===== src/rtl/tally_bcd_counter_if.sv =====
// ---------------------------------------------------------------------------
// tally_bcd_counter_if : button/tick inputs and tally/segment outputs
// Rev 1.0
// ---------------------------------------------------------------------------
`default_nettype none

interface tally_bcd_counter_if;
  logic       tick_in;
  logic       key_inc_n;
  logic       key_clr_n;
  logic [7:0] count_bcd;
  logic [6:0] seg_tens;
  logic [6:0] seg_ones;
  logic       inc_pulse;
  logic       ovf;

  modport master (
    output tick_in,
    output key_inc_n,
    output key_clr_n,
    input  count_bcd,
    input  seg_tens,
    input  seg_ones,
    input  inc_pulse,
    input  ovf
  );

  modport slave (
    input  tick_in,
    input  key_inc_n,
    input  key_clr_n,
    output count_bcd,
    output seg_tens,
    output seg_ones,
    output inc_pulse,
    output ovf
  );
endinterface

`default_nettype wire


===== src/rtl/tally_bcd_counter.sv =====
// ---------------------------------------------------------------------------
// tally_bcd_counter : tick-sampled key debouncer driving a 2-digit BCD tally
// Rev 1.0
// ---------------------------------------------------------------------------
`default_nettype none

module tally_bcd_counter #(
  parameter int DEB_SAMPLES = 4,
  parameter bit WRAP        = 1'b1,
  parameter bit SEG_ACT_LOW = 1'b1
) (
  input  wire logic             clk,
  input  wire logic             rst_n,
  tally_bcd_counter_if.slave    bus
);

  localparam int c_KEYS    = 2;
  localparam int c_KEY_INC = 0;
  localparam int c_KEY_CLR = 1;

  // Reset asserts asynchronously, releases on a clock edge.
  logic [1:0] r_rst_pipe;
  logic       w_rst;

  always_ff @(posedge clk or posedge rst_n) begin
    if (rst_n) begin
      r_rst_pipe <= 2'b11;
    end else begin
      r_rst_pipe <= {r_rst_pipe[0], 1'b0};
    end
  end

  assign w_rst = r_rst_pipe[1];

  // Tick: 2-FF synchroniser plus a third stage for rising-edge detection.
  logic [2:0] r_tick_sync;
  logic       w_tick;

  always_ff @(posedge clk or posedge w_rst) begin
    if (w_rst) begin
      r_tick_sync <= 3'b111;
    end else begin
      r_tick_sync <= {r_tick_sync[1:0], bus.tick_in};
    end
  end

  assign w_tick = r_tick_sync[1] & ~r_tick_sync[2];

  // Key synchronisers and tick-sampled debounce.
  logic [c_KEYS-1:0]                  w_key_raw;
  logic [c_KEYS-1:0][1:0]             r_key_sync;
  logic [c_KEYS-1:0][DEB_SAMPLES-1:0] r_hist;
  logic [c_KEYS-1:0][DEB_SAMPLES-1:0] w_hist_next;
  logic [c_KEYS-1:0]                  r_stable;
  logic [c_KEYS-1:0]                  w_stable_next;
  logic [c_KEYS-1:0]                  r_press;

  assign w_key_raw = {bus.key_clr_n, bus.key_inc_n};

  always_comb begin
    w_hist_next   = r_hist;
    w_stable_next = r_stable;
    for (int k = 0; k < c_KEYS; k++) begin
      w_hist_next[k] = {r_hist[k][DEB_SAMPLES-2:0], r_key_sync[k][1]};
      if (w_hist_next[k] == '0) begin
        w_stable_next[k] = 1'b0;
      end else if (w_hist_next[k] == '1) begin
        w_stable_next[k] = 1'b1;
      end
    end
  end

  always_ff @(posedge clk or posedge w_rst) begin
    if (w_rst) begin
      r_key_sync <= '1;
      r_hist     <= '1;
      r_stable   <= '1;
      r_press    <= '0;
    end else begin
      for (int k = 0; k < c_KEYS; k++) begin
        r_key_sync[k] <= {r_key_sync[k][0], w_key_raw[k]};
      end
      if (w_tick) begin
        r_hist   <= w_hist_next;
        r_stable <= w_stable_next;
        r_press  <= r_stable & ~w_stable_next;
      end else begin
        r_press  <= '0;
      end
    end
  end

  // Tally: clear has priority over increment when both arrive together.
  logic       w_inc_evt;
  logic       w_clr_evt;
  logic [3:0] w_ones;
  logic [3:0] w_tens;
  logic [7:0] r_count;
  logic       r_ovf;
  logic       r_inc_pulse;

  assign w_inc_evt = r_press[c_KEY_INC];
  assign w_clr_evt = r_press[c_KEY_CLR];
  assign w_ones    = r_count[3:0];
  assign w_tens    = r_count[7:4];

  always_ff @(posedge clk or posedge w_rst) begin
    if (w_rst) begin
      r_count     <= 8'h00;
      r_ovf       <= 1'b0;
      r_inc_pulse <= 1'b0;
    end else if (w_clr_evt) begin
      r_count     <= 8'h00;
      r_ovf       <= 1'b0;
      r_inc_pulse <= 1'b0;
    end else if (w_inc_evt) begin
      if (r_count == 8'h99) begin
        r_ovf       <= 1'b1;
        r_inc_pulse <= WRAP;
        if (WRAP) begin
          r_count <= 8'h00;
        end
      end else if (w_ones == 4'd9) begin
        r_count     <= {w_tens + 4'd1, 4'd0};
        r_inc_pulse <= 1'b1;
      end else begin
        r_count     <= {w_tens, w_ones + 4'd1};
        r_inc_pulse <= 1'b1;
      end
    end else begin
      r_inc_pulse <= 1'b0;
    end
  end

  function automatic logic [6:0] seg7(input logic [3:0] digit);
    logic [6:0] pattern;
    case (digit)
      4'd0:    pattern = 7'h3F;
      4'd1:    pattern = 7'h06;
      4'd2:    pattern = 7'h5B;
      4'd3:    pattern = 7'h4F;
      4'd4:    pattern = 7'h66;
      4'd5:    pattern = 7'h6D;
      4'd6:    pattern = 7'h7D;
      4'd7:    pattern = 7'h07;
      4'd8:    pattern = 7'h7F;
      4'd9:    pattern = 7'h6F;
      default: pattern = 7'h00;
    endcase
    return SEG_ACT_LOW ? ~pattern : pattern;
  endfunction

  assign bus.count_bcd = r_count;
  assign bus.ovf       = r_ovf;
  assign bus.inc_pulse = r_inc_pulse;
  assign bus.seg_tens  = seg7(w_tens);
  assign bus.seg_ones  = seg7(w_ones);

endmodule

`default_nettype wire


===== src/flat_wrapper.sv =====
// flat-port wrapper written by rule: the top's interface ports become plain ports
module tally_bcd_counter_flat 
#(
  parameter int DEB_SAMPLES = 4,
  parameter bit WRAP        = 1'b1,
  parameter bit SEG_ACT_LOW = 1'b1
)
  (clk, rst_n, bus_tick_in, bus_key_inc_n, bus_key_clr_n, bus_count_bcd, bus_seg_tens, bus_seg_ones, bus_inc_pulse, bus_ovf);
  tally_bcd_counter_if bus_i ();
  input  wire logic clk;
  input  wire logic rst_n;
  input wire logic [$bits(bus_i.tick_in)-1:0] bus_tick_in;
  input wire logic [$bits(bus_i.key_inc_n)-1:0] bus_key_inc_n;
  input wire logic [$bits(bus_i.key_clr_n)-1:0] bus_key_clr_n;
  output wire logic [$bits(bus_i.count_bcd)-1:0] bus_count_bcd;
  output wire logic [$bits(bus_i.seg_tens)-1:0] bus_seg_tens;
  output wire logic [$bits(bus_i.seg_ones)-1:0] bus_seg_ones;
  output wire logic [$bits(bus_i.inc_pulse)-1:0] bus_inc_pulse;
  output wire logic [$bits(bus_i.ovf)-1:0] bus_ovf;
  assign bus_i.tick_in = bus_tick_in;
  assign bus_i.key_inc_n = bus_key_inc_n;
  assign bus_i.key_clr_n = bus_key_clr_n;
  assign bus_count_bcd = bus_i.count_bcd;
  assign bus_seg_tens = bus_i.seg_tens;
  assign bus_seg_ones = bus_i.seg_ones;
  assign bus_inc_pulse = bus_i.inc_pulse;
  assign bus_ovf = bus_i.ovf;
  tally_bcd_counter #(.DEB_SAMPLES(DEB_SAMPLES), .WRAP(WRAP), .SEG_ACT_LOW(SEG_ACT_LOW)) u_core (.clk(clk), .rst_n(rst_n), .bus(bus_i));
endmodule

===== config.mk =====
export PLATFORM = sky130hd
export DESIGN_NAME = tally_bcd_counter_flat
export DESIGN_NICKNAME = d
export VERILOG_FILES = /design/src/rtl/tally_bcd_counter_if.sv /design/src/rtl/tally_bcd_counter.sv /design/src/flat_wrapper.sv
export SDC_FILE = /design/constraint.sdc
export NUM_CORES = 1
export LEC_CHECK = 0
export ABC_AREA = 1
export CAP_MARGIN = 25
export CORE_AREA = 2 2 74 76
export DETAILED_ROUTE_END_ITERATION = 6
export DIE_AREA = 0 0 76 78
export DONT_BUFFER_PORTS = 1
export PLACE_DENSITY = 0.42
export REMOVE_ABC_BUFFERS = 1
export SETUP_SLACK_MARGIN = 0.15
export SYNTH_ARGS = -nofsm -noshare
export SYNTH_HDL_FRONTEND = slang
export SYNTH_SLANG_ARGS = --single-unit

===== constraint.sdc =====
create_clock -name clk -period 1.65 [get_ports clk]
set_input_delay 0.2475 -clock clk [delete_from_list [all_inputs] [get_ports clk]]
set_output_delay 0.2475 -clock clk [all_outputs]
set_load 0.05 [all_outputs]

==> results.toml <==
[outcome]
outcome = "finished with violations"
violations = "setup timing"

[synth]
yosysTopAreaCellShare_pct = 29.8
syn_area_sq_mm = 0.00150
synthTopCellsByArea = "dfstp_2 30%, dfrtp_1 20%, nand2_1 9.8%"
ys_seq_elements = 29
synth.distinct_cells = 20
synth_warnings = 0
yosys.area.top_type = "dfstp_2"
yosysSeqAreaShare_pct = 49.8
syn_area_per_cell_sq_um = 8.47
syn_inst = 177

[placed_design]
pre_cts_slack_ps = 64.5
place_congestion = 0.741
place_inst = 270
io_buffers = 0
dp_hpwl_mm = 2.35

[detailed_routing]
wirelength_met1_mm = 1.35
drt_pass1_iterations = 4
top_layer = "met4"
via_per_inst = 4.34
ant_nets = 0
drc_errors = 0
drt-wirelength-per-cell_um = 11.9
wl_mm = 3.52
route.met2.wl_mm = 1.93
via_count = 1286
wl_met3_um = 203
drt_iter0_markers = 70

[cells_and_area]
final_cells = 296
num-fill-cells = 485
mostFrequentLayoutCell = "nand2_1"
nets = 241
layout-drive-gt1-share_pct = 51.3
diodes = 0
mostFrequentLayoutCells = "30 x nand2_1, 22 x inv_1, 18 x buf_4, 17 x buf_6, 17 x dfstp_2"
area_growth_pct = 58.8

[setup_path]
worstSetupPathType = "reg -> out"
slowest_stage = "dfrtp_1"
path_cells = "inv_2, ha_4, nand2_2, inv_2, o21ai_2, buf_6"
arrival_ps = 1450
crit_fanout = 4
worst_path_most_repeated_cell = "inv_2"
start_kind = "flop"
cp_top_family = "flip-flops"
max_stage_delay_ps = 420
crit_buf_inv = 3
required_ps = 1400
end_kind = "primary output"

[grt]
first_global_vias = 1271
antenna_found_initial = 0
grtUsageTotal_pct = 12.2
grt_pass1_wl_mm = 5.77
overflow = 0
grt_max_degree = 24

[floorplan]
dieHeight_um = 78
die-area_sq_mm = 0.00593
start_util_pct = 29.7
core-area_sq_mm = 0.00504
ios = 29
die_w_um = 76
core.rowCount = 26

[clock_tree]
clk_latency_ps = 270
path_clk_slew_ps = 60
max-clock-path-buffers = 2
cts_tree = "yes"
cts-root-buf = "clkbuf_8"
cts_buffers = 5
htree_levels = 2
numClockSinks = 29

[power]
p_total_uw = 3660
p_leak_uw = 0.00111
power.density_mw_per_mm2 = 1540
ir_drop_mv = 0.888

[sta]
rsz0062_at_grt = "yes"
finClkSkew_ps = 4.62
final-max-slew-violation-count = 0
period_share_pct = 103
fin_setup_tns_ps = -223
setup_slack_ps = -47.5
finalSetupViolations = 8
final_period_minus_worst_setup_slack_ps = 1700
fmax_mhz = 589
hold_violations = 0

[worst_hold_path]
hp-class = "reg -> async"

[job]
maxCapViolations = 0
-- report_power, final --
part / leakage [uW] / internal, uW / switching, uW / total, uW
Combinational: 0.000733 / 873 / 1240 / 2110
Clock: 0.0000455 / 339 / 246 / 585
Sequential: 0.000336 / 843 / 116 / 960
-- cell families after synthesis --
kind of cell | after synthesis | synth area share, %
AOI/OAI and AO/OA | 34 | 11.8
xor gates and xnor gates | 2 | 1.17
adders and majority gates | 11 | 9.18
buffers and inverters | 35 | 9.60
DFF | 29 | 49.8
other | 1 | 0.250
and+or+nand+nor | 65 | 18.2
-- metrics by stage --
stage	hold slack (ps)	cell area, sq um	util, %
after floorplan	159	1480	-
after global placement	133	1820	36.1
after detailed placement	137	1820	36.1
after CTS	143	2200	43.6
after global routing	168	2380	47.2
final	137	2380	47.2
-- routing by layer --
metal  vias to the layer above  global-route usage [%]
met5                         -                       0
met4                         0                    4.91
met3                         5                    4.77
met2                        32                    22.1
met1                       605                    12.8
li1                        644                       -
-- cell usage after synthesis, drive strengths merged --
| library cell | instances |
|---|---|
| a21oi | 7 |
| buf | 3 |
| conb | 1 |
| dfrtp | 12 |
| dfstp | 17 |
| ha | 11 |
| inv | 32 |
| nand2 | 39 |
| nand3 | 11 |
| nor2 | 15 |
| o21a | 1 |
| o21ai | 26 |
| xor2 | 2 |
-- final cells by class --
| type | count | area (sq um) | share of cell area [%] |
|---|---|---|---|
| inverter | 32 | 120 | 5.04 |
| clock buffer | 8 | 90.1 | 3.78 |
| sequential | 29 | 752 | 31.6 |
| multi-input combinational | 113 | 865 | 36.3 |
| tap | 70 | 87.6 | 3.68 |
| timing repair buffer | 44 | 467 | 19.6 |
-- worst paths after layout --
kind | startpoint | to | slack [ps] | depth (start not counted)
max | u_core.bus.count_bcd[4] | bus_seg_tens[3] | -50 | 6
min | u_core.r_rst_pipe[1] | u_core.bus.inc_pulse | 140 | 1
max reg2reg | u_core.bus.count_bcd[1] | u_core.bus.count_bcd[6] | 260 | 8
min reg2reg | u_core.r_rst_pipe[1] | u_core.bus.inc_pulse | 140 | 1
max in group asynchronous | u_core.r_rst_pipe[1] | u_core.r_key_sync[3] | 920 | 2
min in group clk | u_core.r_rst_pipe[0] | u_core.r_rst_pipe[1] | 350 | 0
-- what timing repair did --
item / in CTS / in global routing
endpoints found under the setup margin: 14 / 20
gates cloned: 0 / 0
pin swaps: 11 / 17
hold buffers: 4 / 0
buffers inserted: 8 / 6
gates resized for setup: 54 / 33
hold endpoints to repair: 5 / 0
-- worst reg2reg max path: stages (launching register included) --
cell     delay, ps
dfrtp_1        400
inv_2          110
buf_4          150
ha_4           140
nand3_4        110
o21ai_4        210
nand2_1         70
nand2_1         70
inv_1           30
-- state kept, by name (all words and copies together), names as in the netlist --
name                  cells
u_core.bus.count_bcd      8
u_core.r_hist             6
u_core.r_key_sync         4
u_core.r_tick_sync        3
u_core.r_press            2
u_core.r_rst_pipe         2
u_core.r_stable           2
u_core.bus.inc_pulse      1
u_core.bus.ovf            1
Note: power is estimated with default switching activity, not from simulation.
